[src/rtl/seq_detect_sched_pkg.sv]
// rtl/seq_detect_sched_pkg.sv - shared encodings and defaults for the multi-channel sequence detector
package seq_detect_sched_pkg;

   typedef enum logic [1:0] {
      ST_A = 2'b00,
      ST_B = 2'b01,
      ST_C = 2'b10
   } state_e;

   localparam int N_CH_DEF  = 4;
   localparam int CNT_W_DEF = 8;

endpackage

[src/rtl/seq_detect_sched_seq_step.sv]
// rtl/seq_detect_sched_seq_step.sv - per-bit next-state function of one channel context
module seq_step
   import seq_detect_sched_pkg::*;
(
   input  logic [1:0] state_i,
   input  logic       bit_i,
   output logic [1:0] state_o,
   output logic       enter_c_o
);

   // Next state and B->C entry flag; the unused 11 encoding recovers to A
   always_comb begin
      state_o   = ST_A;
      enter_c_o = 1'b0;
      case (state_i)
         ST_A: state_o = bit_i ? ST_B : ST_A;
         ST_B: begin
            state_o   = bit_i ? ST_B : ST_C;
            enter_c_o = ~bit_i;
         end
         ST_C: state_o = bit_i ? ST_A : ST_C;
         default: state_o = ST_A;
      endcase
   end

endmodule

[src/rtl/seq_detect_sched.sv]
// rtl/seq_detect_sched.sv - round-robin scheduled sequence detector over N_CH serial channels
module seq_detect_sched
   import seq_detect_sched_pkg::*;
#(
   parameter  int N_CH  = N_CH_DEF,
   parameter  int CNT_W = CNT_W_DEF,
   localparam int IW    = (N_CH > 1) ? $clog2(N_CH) : 1
)(
   input  logic             CLK,
   input  logic             RST,
   input  logic             en,
   input  logic [N_CH-1:0]  in_valid,
   input  logic [N_CH-1:0]  in_bit,
   output logic [N_CH-1:0]  in_ready,
   output logic             det_valid,
   output logic [IW-1:0]    det_ch,
   output logic             det_out,
   input  logic             clr_cnt,
   input  logic [IW-1:0]    rd_sel,
   output logic [CNT_W-1:0] cnt_out
);

   localparam logic [CNT_W-1:0] CNT_MAX = {CNT_W{1'b1}};

   logic [IW-1:0]    ptr_q, ptr_d;
   logic [1:0]       st_q  [N_CH];
   logic [1:0]       st_d  [N_CH];
   logic [CNT_W-1:0] cnt_q [N_CH];
   logic [CNT_W-1:0] cnt_d [N_CH];
   logic             det_valid_q, det_valid_d;
   logic [IW-1:0]    det_ch_q, det_ch_d;
   logic             det_out_q, det_out_d;

   logic             xfer;
   logic [IW-1:0]    gnt_idx;
   logic [1:0]       step_st;
   logic             step_enter_c;

   // Grant the first valid channel searching upward from ptr+1, wrapping mod N_CH
   always_comb begin
      xfer     = 1'b0;
      gnt_idx  = '0;
      in_ready = '0;
      if (en) begin
         for (int k = 1; k <= N_CH; k++) begin
            if (!xfer && in_valid[(int'(ptr_q) + k) % N_CH]) begin
               xfer    = 1'b1;
               gnt_idx = IW'((int'(ptr_q) + k) % N_CH);
            end
         end
      end
      if (xfer) in_ready[gnt_idx] = 1'b1;
   end

   seq_step u_step (
      .state_i   (st_q[gnt_idx]),
      .bit_i     (in_bit[gnt_idx]),
      .state_o   (step_st),
      .enter_c_o (step_enter_c)
   );

   // Update only the granted context; a clear on the same counter overrides its increment
   always_comb begin
      ptr_d       = xfer ? gnt_idx : ptr_q;
      det_valid_d = xfer;
      det_ch_d    = xfer ? gnt_idx : det_ch_q;
      det_out_d   = xfer ? (step_st == ST_C) : det_out_q;
      for (int i = 0; i < N_CH; i++) begin
         st_d[i]  = st_q[i];
         cnt_d[i] = cnt_q[i];
         if (xfer && (gnt_idx == IW'(i))) begin
            st_d[i] = step_st;
            if (step_enter_c && (cnt_q[i] != CNT_MAX)) cnt_d[i] = cnt_q[i] + 1'b1;
         end
         if (clr_cnt && (rd_sel == IW'(i))) cnt_d[i] = '0;
      end
   end

   // State registers; reset parks ptr on the last channel so channel 0 is searched first
   always_ff @(posedge CLK or negedge RST) begin
      if (!RST) begin
         ptr_q       <= IW'(N_CH - 1);
         det_valid_q <= 1'b0;
         det_ch_q    <= '0;
         det_out_q   <= 1'b0;
         for (int i = 0; i < N_CH; i++) begin
            st_q[i]  <= ST_A;
            cnt_q[i] <= '0;
         end
      end else begin
         ptr_q       <= ptr_d;
         det_valid_q <= det_valid_d;
         det_ch_q    <= det_ch_d;
         det_out_q   <= det_out_d;
         for (int i = 0; i < N_CH; i++) begin
            st_q[i]  <= st_d[i];
            cnt_q[i] <= cnt_d[i];
         end
      end
   end

   assign det_valid = det_valid_q;
   assign det_ch    = det_ch_q;
   assign det_out   = det_out_q;
   assign cnt_out   = cnt_q[rd_sel];

endmodule

[config.mk]
export PLATFORM = sky130hd
export DESIGN_NAME = seq_detect_sched
export DESIGN_NICKNAME = d
export VERILOG_FILES = /design/src/rtl/seq_detect_sched_pkg.sv /design/src/rtl/seq_detect_sched_seq_step.sv /design/src/rtl/seq_detect_sched.sv
export SDC_FILE = /design/constraint.sdc
export NUM_CORES = 1
export LEC_CHECK = 0
export CAP_MARGIN = 20
export CORE_MARGIN = 4
export CORE_UTILIZATION = 68
export CTS_CLUSTER_DIAMETER = 50
export CTS_CLUSTER_SIZE = 8
export DETAILED_ROUTE_END_ITERATION = 7
export DONT_BUFFER_PORTS = 1
export MAX_ROUTING_LAYER = met4
export PLACE_DENSITY_LB_ADDON = 0.1
export SLEW_MARGIN = 0
export SYNTH_ARGS = -nofsm -noshare
export SYNTH_HDL_FRONTEND = slang
export SYNTH_HIERARCHICAL = 1
export SYNTH_SLANG_ARGS = --single-unit
[constraint.sdc]
create_clock -name CLK -period 8.35 [get_ports CLK]
set_input_delay 1.67 -clock CLK [delete_from_list [all_inputs] [get_ports CLK]]
set_output_delay 1.67 -clock CLK [all_outputs]
set_load 0.01 [all_outputs]
==> results of run 1 <==
## cell usage in the layout, fill, tap and decap left out, drive strengths merged, types with 3 or more instances in the layout
cell / count
or4: 16
mux2: 9
nor2: 16
a31oi: 3
clkbuf: 5
nand2: 21
nand4: 11
o31ai: 17
nor4: 4
o21a: 3
a21oi: 27
or3: 5
and4: 3
ha: 4
dfrtp: 44
and3: 8
mux2i: 12
nand3: 21
o21ai: 11
nor2b: 3
nand2b: 6
nor3b: 3
mux4: 8
inv: 7
## sequential cells by signal (all words and copies together) (netlist names)
| register | flops |
|---|---|
| cnt_q | 32 |
| det_ch | 2 |
| det_out | 1 |
| det_valid | 1 |
| ptr_q | 2 |
| st_q | 8 |
## area by class of cell
class	count	share of cell area
repair buffers	2	0.00503
clock buffers	5	0.0230
flip-flops and latches	46	0.386
well taps	50	0.0209
multi-input cells	230	0.543
inverters	5	0.00628
clock inverters	3	0.0159
## metal layers
metal,wire length (um),track usage,vias to the layer above,share of wire
li1,-,-,1132,-
met3,562,0.0620,23,0.082
met4,212,0.115,0,0.031
met1,2820,0.395,1201,0.41
met5,0,-,-,0
met2,3280,0.432,107,0.48
## metrics by stage
step,power [mW],setup WS [ps],std cells,utilization
2_1_floorplan,0.405,3610,296,-
3_3_place_gp,0.431,2870,333,0.713
3_5_place_dp,0.439,2710,333,0.713
4_1_cts,0.613,2970,341,0.742
5_1_grt,0.646,2330,341,0.742
6_report,0.613,2840,341,0.742
## cells by family (layout without fill, tap and decap cells)
kind of cell | count (synthesis) | in the layout
buffers and inverters | 20 | 15
DFF | 46 | 46
xor gates and xnor gates | 1 | 1
adders and majority gates | 4 | 4
AOI/OAI and AO/OA | 69 | 69
muxes | 29 | 29
and+or+nand+nor | 127 | 127
## path summary, 6_finish.rpt
path	start	to	slack (ps)	cells after the start
max	in_valid[0]	cnt_q[29]	2840	8
min	st_q[3]	st_q[3]	510	1
max reg2reg	ptr_q[1]	cnt_q[29]	3790	8
min reg2reg	st_q[3]	st_q[3]	510	1
max in group asynchronous	RST	ptr_q[1]	7120	0
min in group asynchronous	RST	cnt_q[20]	1040	0
## where the power goes
group	switching, mW	internal, mW	total, mW
registers	0.0322	0.257	0.290
clock network	0.0847	0.0914	0.176
logic	0.0876	0.0602	0.148
total	0.204	0.409	0.613
## worst max-delay path, delay by kind of cell
kind             cells  cell delay, ps
AND/OR/NAND/NOR      5            2670
multiplexers         2             730
AO/OA/AOI/OAI        1             650
==> impl_results.md, run 1 <==
* Num ports at 30
* Compound-Gate Fraction of Synth Area at 0.151
* Initial antenna violation count at 0
* Final hold violations at 0
* Die H at 72.7 um
* # rows at 23
* CTS Root Cell: clkbuf_8
* Grt ovf at 0
* Clock Latency Late Sink at 310 ps
* Final setup TNS at 0 ps
* DRT antenna net count at 0
* Final min period at 5510 ps
* Total CTS buffers at 5
* Worst EP required at 8560 ps
* Yosys cell types at 47
* Post-CTS Setup Bufs at 0
* First-pass GRT wire length at between 10000 and 15000 um
* Multi-input logic area at 1620 um2
* Hold Path Class: reg -> reg
* Crit path DAT at 5720 ps
* Post-synthesis sequential area ratio at 0.405
* Vias/cell at 7.22
* Largest family of logic cells by synthesized area: simple AND/OR/NAND/NOR gates
* Slowest cell on the critical path: nand4_1
* Setup Viol. Count Final at 0
* GPL Wtd Cong at 0.885
* Clock sinks at 46
* CTS hold repair buffers at 0
* Worst path cell trace: or2_0, a311oi_1, nand2_1, mux2i_1, nor3b_1, nand4_1, nor4_1, mux2_2
* Global Route Usage Sum at 0.292
* Mapped Area at roughly 2800 um2
* Commonest cells post-synth: dfrtp_1 (44), a21oi_1 (27), nand2_1 (21), nand3_1 (21), o31ai_1 (17)
* Synth Area in XOR/XNOR at 0.00308
* Area of the die at 5290 um2
* Ys async rst share at 1.00
* Slew Limit Headroom at 0.436
* RSZ-0062 raised after global routing: no
* Most frequent cell after synthesis: dfrtp_1
* # fillers at just under 300
* Leading area contributor after synthesis: dfrtp_1
* Post-DP HPWL at 4880 um
* Drt drc at 0
* P_leak at 1.22 nW
* Synthesized area per cell at 9.62 um2
* 1st-iter DRT viols at between 300 and 400
* Worst vdd ir at between 0.0001 and 0.00015 V
* H-Tree Depth at 2
* Setup Skew at 5.80 ps
* Post-DR wirelength/cell at 20.2 um
* Area delta synth->final at 4.92%
* CP endpoint kind: register
* Area share of the largest cell type after synthesis at 0.387
* Status: completed
* Vias in the first global route at 2346
* Critical path class: in -> reg
* N_diodes at 0
* Area share of and/or/nand/nor cells after synthesis at 0.255
* Drt first pass iters at 5
* Clk slew on worst S/H paths at roughly 90 ps
* Initial core utilization at 0.707
* Placed instance area at approximately 2900 um2
* Element type at the critical path start: input pin
* Final period util at 0.660
* Ys Warns at 6
* Storage cell area at between 1000 and 1500 um2
* Synth area leaders: dfrtp_1 (39%), mux4_2 (6.3%), a21oi_1 (4.7%), o31ai_1 (4.5%), mux2i_1 (4.2%)
* NumNets Final at 308
* Multiplexer share of the synthesized area at 0.141
* Post_cts resized at 0
* Max Cap Violations at 0
* Fmax at 181 MHz
* Core Footprint at a little over 4000 um2
* CTS tree: done
* Least-Margin Pin Slew at 842 ps
* Post-synth EDFFs at 0
* Critical path peak fanout at 20
* Design area at 2990 um2
* Power Density at 205 nW/um2
* Hold_ws at between 500 and 600 ps
* Port Buffer Count at 0
* Slew Viols, Final at 0
* Synth Instances at 296
* Syn_nets at between 300 and 400
* CTS max path bufs at 2
* Crit-path max cell delay at between 700 and 800 ps
* Yosys reg bits at 46
* Vias at 2463
* Post-Synth Adder-Cell Area at 0.0176
* Ratio of cells with drive above 1 in the final layout at 0.117
* Die W at 72.7 um
* Ys flop type: dfrtp_1
* Largest net degree at the start of global routing at 47
* Final WL at around 6900 um
Note: power is estimated with default switching activity, not from simulation.
==> run 2: changes to the inputs <==
--- a/config.mk
+++ b/config.mk
@@ -7,7 +7,7 @@
 export LEC_CHECK = 0
 export CAP_MARGIN = 20
 export CORE_MARGIN = 4
-export CORE_UTILIZATION = 68
+export CORE_UTILIZATION = 57
 export CTS_CLUSTER_DIAMETER = 50
 export CTS_CLUSTER_SIZE = 8
 export DETAILED_ROUTE_END_ITERATION = 7
==> constraint.sdc (replaced) <==
create_clock -name CLK -period 4.7 [get_ports CLK]
set_input_delay 0.94 -clock CLK [delete_from_list [all_inputs] [get_ports CLK]]
set_output_delay 0.94 -clock CLK [all_outputs]
set_load 0.01 [all_outputs]
==> run 2 against run 1 <==
Compared with the run above:
- power is 76% higher
- first-iteration DRC count down 27%
- combinational power rose by 80%
- global-route usage is 5.8 points lower
- worst hold slack got worse by 200 ps
- flip-flop and latch count stayed put
- final area rose by 1.1%
- non-clock buffer count rose by 2
- utilization is 11 points lower
- largest cell class unchanged
- worst setup slack worse by 2100 ps
- via count shrank 4.1%
- critical path type unchanged
==> impl_results.md, run 2 (same netlist as run 1, synthesis figures left out) <==
* Vias at 2361 (-4.1%)
* Fmax at between 200 and 300 MHz
* GPL Wtd Cong at 0.871 (-1.6%)
* Global Route Usage Sum at 0.234 (-0.0578)
* CTS max path bufs at 2 (unchanged)
* Hold_ws at 316 ps (-196 ps)
* Most frequent cells in the layout: dfrtp_1 (44), a21oi_1 (27), nand2_1 (21), nand3_1 (21)
* Drt first pass iters at 4 (-1)
* Commonest non-fill, non-tap cell in the layout: dfrtp_1
* Critical path class: in -> reg
* DRT antenna net count at 0 (unchanged)
* N_diodes at 0 (unchanged)
* Element type at the critical path start: input pin
* Grt ovf at 0 (unchanged)
* NumNets Final at 310 (+0.65%)
* CP endpoint kind: register
* Post_cts resized at 0 (unchanged)
* Least-Margin Pin Slew at 863 ps (+20.2 ps)
* Post-DP HPWL at 4830 um (-1.1%)
* Final hold violations at 0 (unchanged)
* Worst EP required at 4930 ps (-3630 ps)
* Area delta synth->final at 6.06%
* Max Cap Violations at 0 (unchanged)
* Critical path peak fanout at 15 (-25%)
* Power Density at 357 nW/um2 (+74%)
* Ratio of cells with drive above 1 in the final layout at 0.123 (+0.00603)
* Biggest regs: cnt_q (32), st_q (8)
* CTS tree: done
* Initial core utilization at 0.595 (-0.112)
* # fillers at 400 (+35%)
* H-Tree Depth at 2 (unchanged)
* Port Buffer Count at 0 (unchanged)
* Slew Viols, Final at 0 (unchanged)
* Max reg flops at 32 (unchanged)
* Clock Latency Late Sink at 300 ps (about the same)
* Hold Path Class: in -> async
* CTS hold repair buffers at 0 (unchanged)
* Final WL at 6570 um (-4.5%)
* Initial antenna violation count at 0 (unchanged)
* Slew Limit Headroom at 0.422 (-0.0135)
* Largest net degree at the start of global routing at 47 (unchanged)
* RSZ-0062 raised after global routing: no
* Total CTS buffers at 5 (unchanged)
* CTS Root Cell: clkbuf_8
* First-pass GRT wire length at 11000 um (-4.5%)
* Final setup TNS at 0 ps (unchanged)
* Clock sinks at 46 (unchanged)
* 1st-iter DRT viols at 225 (-27%)
* Status: completed
* Die W at 78.7 um (+8.2%)
* Die H at 78.7 um (+8.2%)
* Vias in the first global route at 2243 (-4.4%)
* Num ports at 30 (unchanged)
* Setup Viol. Count Final at 0 (unchanged)
* Core Footprint at 4790 um2 (+19%)
* Vias/cell at 6.56 (-9.2%)
* Post-DR wirelength/cell at 18.2 um (-9.5%)
* Drt drc at 0 (unchanged)
* Final min period at between 3000 and 4000 ps
* Crit path DAT at 4150 ps (-1570 ps)
* P_leak at 1.23 nW (+0.69%)
* # rows at 25 (+8.7%)
* Post-CTS Setup Bufs at 0 (unchanged)
* Setup Skew at 10.2 ps (+4.35 ps)
* Clk slew on worst S/H paths at 90 ps (about the same)
* Worst vdd ir at 0.000237 V (+70%)
* Area of the die at 6190 um2 (+17%)
* Final period util at 0.834
* Most flops, register: cnt_q
## run 2: cell types whose count changed in the layout (fill, tap and decap cells not counted)
cell / before / now
buf_4: 2 / 3
clkbuf_4: 0 / 1
clkinv_2: 0 / 1
inv_6: 2 / 1
## run 2: worst paths after layout
check | startpoint | endpoint | slack [ps] | cells after the start
min in group CLK | st_q[3] | st_q[3] | 510 | 1
min reg2reg | st_q[3] | st_q[3] | 510 | 1
max | in_valid[0] | cnt_q[13] | 780 | 10
min | RST | cnt_q[28] | 320 | 0
max reg2reg | ptr_q[1] | cnt_q[13] | 1000 | 10
max in group asynchronous | RST | ptr_q[1] | 4190 | 0
## run 2: report_power, final
| group | switching, mW | internal [mW] | total, mW | leakage (nW) |
|---|---|---|---|---|
| clock | 0.139 | 0.159 | 0.298 | 0.0585 |
| sequential | 0.0567 | 0.457 | 0.514 | 0.616 |
| combinational | 0.152 | 0.113 | 0.266 | 0.558 |
| total | 0.348 | 0.730 | 1.08 | 1.23 |
## run 2: worst max-delay path, cell delays in order
cell and delay (ps):
or2_0 220, a311oi_1 600, nand2_1 460, mux2i_1 340, nor3b_1 210, buf_4 170, nand4_1 100, or4_4 470
or4_1 490, a21oi_1 150
## run 2: layer usage
| layer | global-route usage | up-vias | part of all wire |
|---|---|---|---|
| met3 | 0.0550 | 9 | 0.058 |
| met1 | 0.320 | 1167 | 0.46 |
| li1 | - | 1134 | - |
| met5 | - | - | 0 |
| met2 | 0.346 | 51 | 0.47 |
| met4 | 0.0752 | 0 | 0.013 |
## run 2: layout make-up
cell class                 count  area (um2)  area share
multi-input combinational    230        1620       0.537
sequential                    46        1150       0.382
tap                           67        83.8      0.0278
clock buffer                   5        68.8      0.0228
clock inverter                 3        43.8      0.0145
timing repair buffer           4        30.0     0.00994
inverter                       5        18.8     0.00621
## run 2: through the flow
| step | util | cell area (um2) | worst slack, ps | cells | power (mW) |
|---|---|---|---|---|---|
| 6_report | 0.631 | 3020 | 781 | 360 | 1.08 |
| 5_1_grt | 0.631 | 3020 | 465 | 360 | 1.14 |
| 4_1_cts | 0.630 | 3010 | 791 | 359 | 1.08 |
| 3_5_place_dp | 0.606 | 2900 | 492 | 351 | 0.788 |
| 3_3_place_gp | 0.606 | 2900 | 594 | 351 | 0.780 |
| 2_1_floorplan | - | 2850 | 742 | 296 | 0.719 |
